===== src/rtl/ripple_sum_deskew_checker_8bit.sv =====
// Re-aligns the bit-skewed sum/cout of a clocked ripple-carry adder into one word per
// operand set, checks it against a delayed reference sum and counts mismatches.
module ripple_sum_deskew_checker_8bit #(
    parameter int unsigned WIDTH    = 8,
    parameter int unsigned BASE_LAT = 1,
    parameter int unsigned ERR_W    = 16
) (
    input  logic             clk,
    input  logic             rst,
    input  logic             in_valid,
    input  logic [WIDTH-1:0] in_a,
    input  logic [WIDTH-1:0] in_b,
    input  logic             in_cin,
    input  logic [WIDTH-1:0] sum,
    input  logic             cout,
    input  logic             clr_err,
    output logic             out_valid,
    output logic [WIDTH-1:0] out_sum,
    output logic             out_cout,
    output logic [WIDTH-1:0] exp_sum,
    output logic             exp_cout,
    output logic             mismatch,
    output logic [ERR_W-1:0] err_count,
    output logic             sticky_err
);

    localparam int unsigned DEPTH = BASE_LAT + WIDTH;
    localparam int unsigned OPW   = 2 * WIDTH + 1;
    localparam int unsigned SUMW  = WIDTH + 1;

    // vld_pipe[k] is in_valid as issued k cycles ago; out_valid is the final stage
    logic [DEPTH-1:1] vld_pipe;
    logic [OPW-1:0]   op_pipe [1:DEPTH-1];

    // row[s] holds sum bits [s:0] of one operand set once bit s has been sampled
    logic [WIDTH-1:0] row     [0:WIDTH-2];
    logic [WIDTH-1:0] row_nxt [0:WIDTH-2];

    logic [WIDTH-1:0] word_nxt;
    logic [WIDTH-1:0] a_d;
    logic [WIDTH-1:0] b_d;
    logic             cin_d;
    logic [SUMW-1:0]  exp_full;
    logic             cap_out;
    logic             mismatch_nxt;

    always_comb begin
        row_nxt[0]    = '0;
        row_nxt[0][0] = sum[0];
        for (int s = 1; s < WIDTH - 1; s++) begin
            row_nxt[s]    = row[s-1];
            row_nxt[s][s] = sum[s];
        end
    end

    for (genvar s = 0; s < WIDTH - 1; s++) begin : g_row
        always_ff @(posedge clk) begin
            if (rst) begin
                row[s] <= '0;
            end else if (vld_pipe[BASE_LAT+s]) begin
                row[s] <= row_nxt[s];
            end
        end
    end

    // Output word: the top bit and cout are sampled straight into the output register
    always_comb begin
        word_nxt            = row[WIDTH-2];
        word_nxt[WIDTH-1]   = sum[WIDTH-1];
        {a_d, b_d, cin_d}   = op_pipe[DEPTH-1];
        exp_full            = SUMW'(a_d) + SUMW'(b_d) + SUMW'(cin_d);
        cap_out             = vld_pipe[DEPTH-1];
        mismatch_nxt        = cap_out && ({cout, word_nxt} != exp_full);
    end

    always_ff @(posedge clk) begin
        if (rst) begin
            vld_pipe  <= '0;
            for (int k = 1; k < DEPTH; k++) begin
                op_pipe[k] <= '0;
            end
            out_valid <= 1'b0;
            out_sum   <= '0;
            out_cout  <= 1'b0;
            exp_sum   <= '0;
            exp_cout  <= 1'b0;
            mismatch  <= 1'b0;
        end else begin
            vld_pipe   <= {vld_pipe[DEPTH-2:1], in_valid};
            op_pipe[1] <= {in_a, in_b, in_cin};
            for (int k = 2; k < DEPTH; k++) begin
                op_pipe[k] <= op_pipe[k-1];
            end
            out_valid <= cap_out;
            mismatch  <= mismatch_nxt;
            if (cap_out) begin
                out_sum  <= word_nxt;
                out_cout <= cout;
                exp_sum  <= exp_full[WIDTH-1:0];
                exp_cout <= exp_full[WIDTH];
            end
        end
    end

    // Saturating error count; clear wins over a coincident mismatch
    always_ff @(posedge clk) begin
        if (rst || clr_err) begin
            err_count  <= '0;
            sticky_err <= 1'b0;
        end else if (mismatch) begin
            sticky_err <= 1'b1;
            if (err_count != '1) begin
                err_count <= err_count + ERR_W'(1);
            end
        end
    end

endmodule

===== config.mk =====
export PLATFORM = sky130hd
export DESIGN_NAME = ripple_sum_deskew_checker_8bit
export DESIGN_NICKNAME = d
export VERILOG_FILES = /design/src/rtl/ripple_sum_deskew_checker_8bit.sv
export SDC_FILE = /design/constraint.sdc
export NUM_CORES = 1
export LEC_CHECK = 0
export ABC_AREA = 1
export CAP_MARGIN = 20
export CORE_ASPECT_RATIO = 1.75
export CORE_MARGIN = 2
export CORE_UTILIZATION = 61
export CTS_CLUSTER_SIZE = 24
export DETAILED_ROUTE_END_ITERATION = 16
export PLACE_DENSITY = 0.95
export SETUP_SLACK_MARGIN = 0.5
export SLEW_MARGIN = 20
export SYNTH_ARGS = -nofsm -noshare
export SYNTH_HDL_FRONTEND = slang
export SYNTH_SLANG_ARGS = --single-unit

===== constraint.sdc =====
create_clock -name clk -period 6.08 [get_ports clk]
set_input_delay 0.608 -clock clk [delete_from_list [all_inputs] [get_ports clk]]
set_output_delay 0.608 -clock clk [all_outputs]
set_load 0.03 [all_outputs]

==> results.ini <==
[run_status]
run_status = finished, final reports clean

[sta]
maxSlewHeadroom_pct = 39.9
hold_viol = 0
fin_crit_ps = 2320
setup_viol = 0
finClkSkew_ps = 9.85
max_freq_ghz = 0.430
fin_tns_setup_ps = 0
rsz0062_at_grt = no
period_share_pct = 38.2
final-max-slew-violation-count = 0
tightestPinTransition_ps = 900

[place]
gp_congestion = 0.854
dpl.cell_count = 1036
hpwlAfterDp_um = 8520
post_dp_cell_area_um2 = 8020
io_buffers = 66

[worst_setup_path]
crit_arrival_ps = 2700
worst-r2r-cell-count = 13
end_kind = flop
critPathTopFamily = adder cells
startpoint_type = flop
critical_path_class = flop to flop
cpPeakStageDelay_ps = 470
critPathMostFrequentCell = nand2_1
cp_cell_sequence = fa_1, inv_1, fa_1, xor2_1, nand2_1, nor2_1, nand2_1, nor2_1, nand2_1, nor2_1, nand3_1, nand2_1, inv_1
worstPathMaxFanout = 3
r2r_slack_ps = 3760
required_ps = 6460
crit_slowest_cell = fa_1
critPathBufInv = 2
r2r_start = op_pipe[0][145]
r2r_end = mismatch

[synthesis]
syn_area_um2 = 7280
synth.avg_cell_area_um2 = 8.51
yosysWarnings = 0
synth_cell_types = 34
synth_edf_count = 28
synthTopCellsByArea = dfxtp_1, edfxtp_1, inv_1, nor2_1, nand2_1
synth_common_cells = inv_1, nor2_1, dfxtp_1
synth-seq-cells = 209
syn_inst = 856
syn_nets = 896
synth_most_common_cell = inv_1
synth-main-ff-cell = dfxtp_1
yosysTopAreaCellShare_pct = 49.7
synth_top_area_cell = dfxtp_1
yosysSeqAreaShare_pct = 61.3
async_flop_share_pct = 0

[hold_path]
hold_depth = 2
min_path_type = flop to flop
hold-path-endpoint = op_pipe[0][140]
hold_path_startpoint = op_pipe[0][123]

[clock_network]
htree_num_levels = 1
cts_tree = built
ctsHoldBuffers = 0
insertion_delay_ps = 480
cts.path.max_buffers = 3
cts_resized = 0
cts_made_buffers = 18
clk_pin_slew_ps = 70
post-cts-setup-buffers = 0
ctsRootBufferMaster = clkbuf_16
cts.sinks = 209

[grt]
grt_pass1_vias = 5271
grt_overflow = 0
grt_pass1_wl_um = 22100
antenna_found_initial = 0
grt.total_usage_pct = 21.5
grt_max_degree = 79

[cells_and_area]
area_growth_syn_to_layout_pct = 18.0
diodes = 0
finalCoreUtilization_pct = 74.2
layout-drive-gt1-share_pct = 5.04
final_area_um2 = 8590
nNetsFinal = 961
nFillCells = 743
fin_cells = 1068

[die]
fp.dieW_um = 86.6
die-area_um2 = 12900
ioPinCount = 67
initial_core_util_pct = 62.9
rows = 52
core_um2 = 11600
die_height_um = 149

[routing]
dr.pass1.iters = 5
routed_via_density = 4.87
ant_nets = 0
drtIter0Drc = 277
drt_drc_violations_left = 0
finalWirelength_um = 13200
vias = 5200
routedWlPerCell_um = 12.3

[power]
power_density_nw_per_um2 = 303
p_leak_nw = 3.64
ir_worst_vdd_mv = 0.301

[run]
maxCapViolations = 0

## metal layers
| metal | wire length, um | up-vias | track usage [%] |
|---|---|---|---|
| met5 | 0 | - | 0 |
| met1 | 4710 | 2344 | 21.8 |
| met4 | 619 | 0 | 12.1 |
| li1 | - | 2632 | - |
| met3 | 510 | 58 | 2.89 |
| met2 | 7320 | 166 | 40.8 |
## worst max-delay path by stage
stage | from | endpoint | slack, ps | cells past startpoint
final | op_pipe[0][145] | mismatch | 3760 | 13
after global routing | op_pipe[0][145] | mismatch | 3590 | 13
after CTS | op_pipe[0][145] | mismatch | 3760 | 13
after detailed placement | rst | row[6][4] | 3510 | 5
after global placement | rst | row[6][3] | 3600 | 5
after floorplan | op_pipe[0][145] | mismatch | 4070 | 13
## state kept, by name (all words and copies together) (netlist names)
register and count:
exp_cout 1, row 28, out_sum 8, sticky_err 1, exp_sum 8, vld_pipe 8
mismatch 1, out_cout 1, out_valid 1, err_count 16, op_pipe 136
## logic make-up after synthesis
| logic type | count (synthesis) | synth area share [%] |
|---|---|---|
| flops | 209 | 61.3 |
| compound gates | 56 | 4.26 |
| fa+ha+maj | 10 | 1.92 |
| xor+xnor | 6 | 0.721 |
| simple gates | 331 | 18.9 |
| buf+inv | 244 | 12.9 |
## power by group
part	internal [W]	switching (W)
combinational	0.0000288	0.0000437
clock	0.000614	0.000487
sequential	0.00142	0.00000902
## worst register-to-register path, cell delays in order, from the launching register on
cell	delay, ps
dfxtp_1	320
fa_1	470
inv_1	90
fa_1	450
xor2_1	150
nand2_1	60
nor2_1	110
nand2_1	70
nor2_1	120
nand2_1	80
nor2_1	90
nand3_1	110
nand2_1	80
inv_1	40
## cells in the final DEF, fill, tap and decap left out, types with 8 or more instances in the layout
cell	synthesis	final
a21oi_1	23	23
ha_1	8	8
nand2_1	72	72
o21ai_0	21	21
nor2_1	198	198
inv_1	217	217
edfxtp_1	28	28
nand3_1	35	35
clkbuf_16	0	20
clkdlybuf4s50_1	0	65
dfxtp_1	181	181
## layout make-up
| cell class | instances | area (um^2) | share of cell area [%] |
|---|---|---|---|
| well taps | 135 | 169 | 1.97 |
| flip-flops and latches | 209 | 4460 | 51.9 |
| clock buffers | 23 | 522 | 6.07 |
| repair buffers | 67 | 666 | 7.74 |
| multi-input cells | 403 | 1880 | 21.9 |
| inverters | 222 | 833 | 9.70 |
| clock inverters | 9 | 57.6 | 0.670 |
## metrics by stage
stage | setup WS, ps | hold WS (ps) | total power, W
2_1_floorplan | 4070 | 388 | 0.00150
3_3_place_gp | 3600 | 388 | 0.00153
3_5_place_dp | 3510 | 393 | 0.00154
4_1_cts | 3760 | 401 | 0.00263
5_1_grt | 3590 | 414 | 0.00269
6_report | 3760 | 401 | 0.00261
Power figures use the tool's default switching activity.
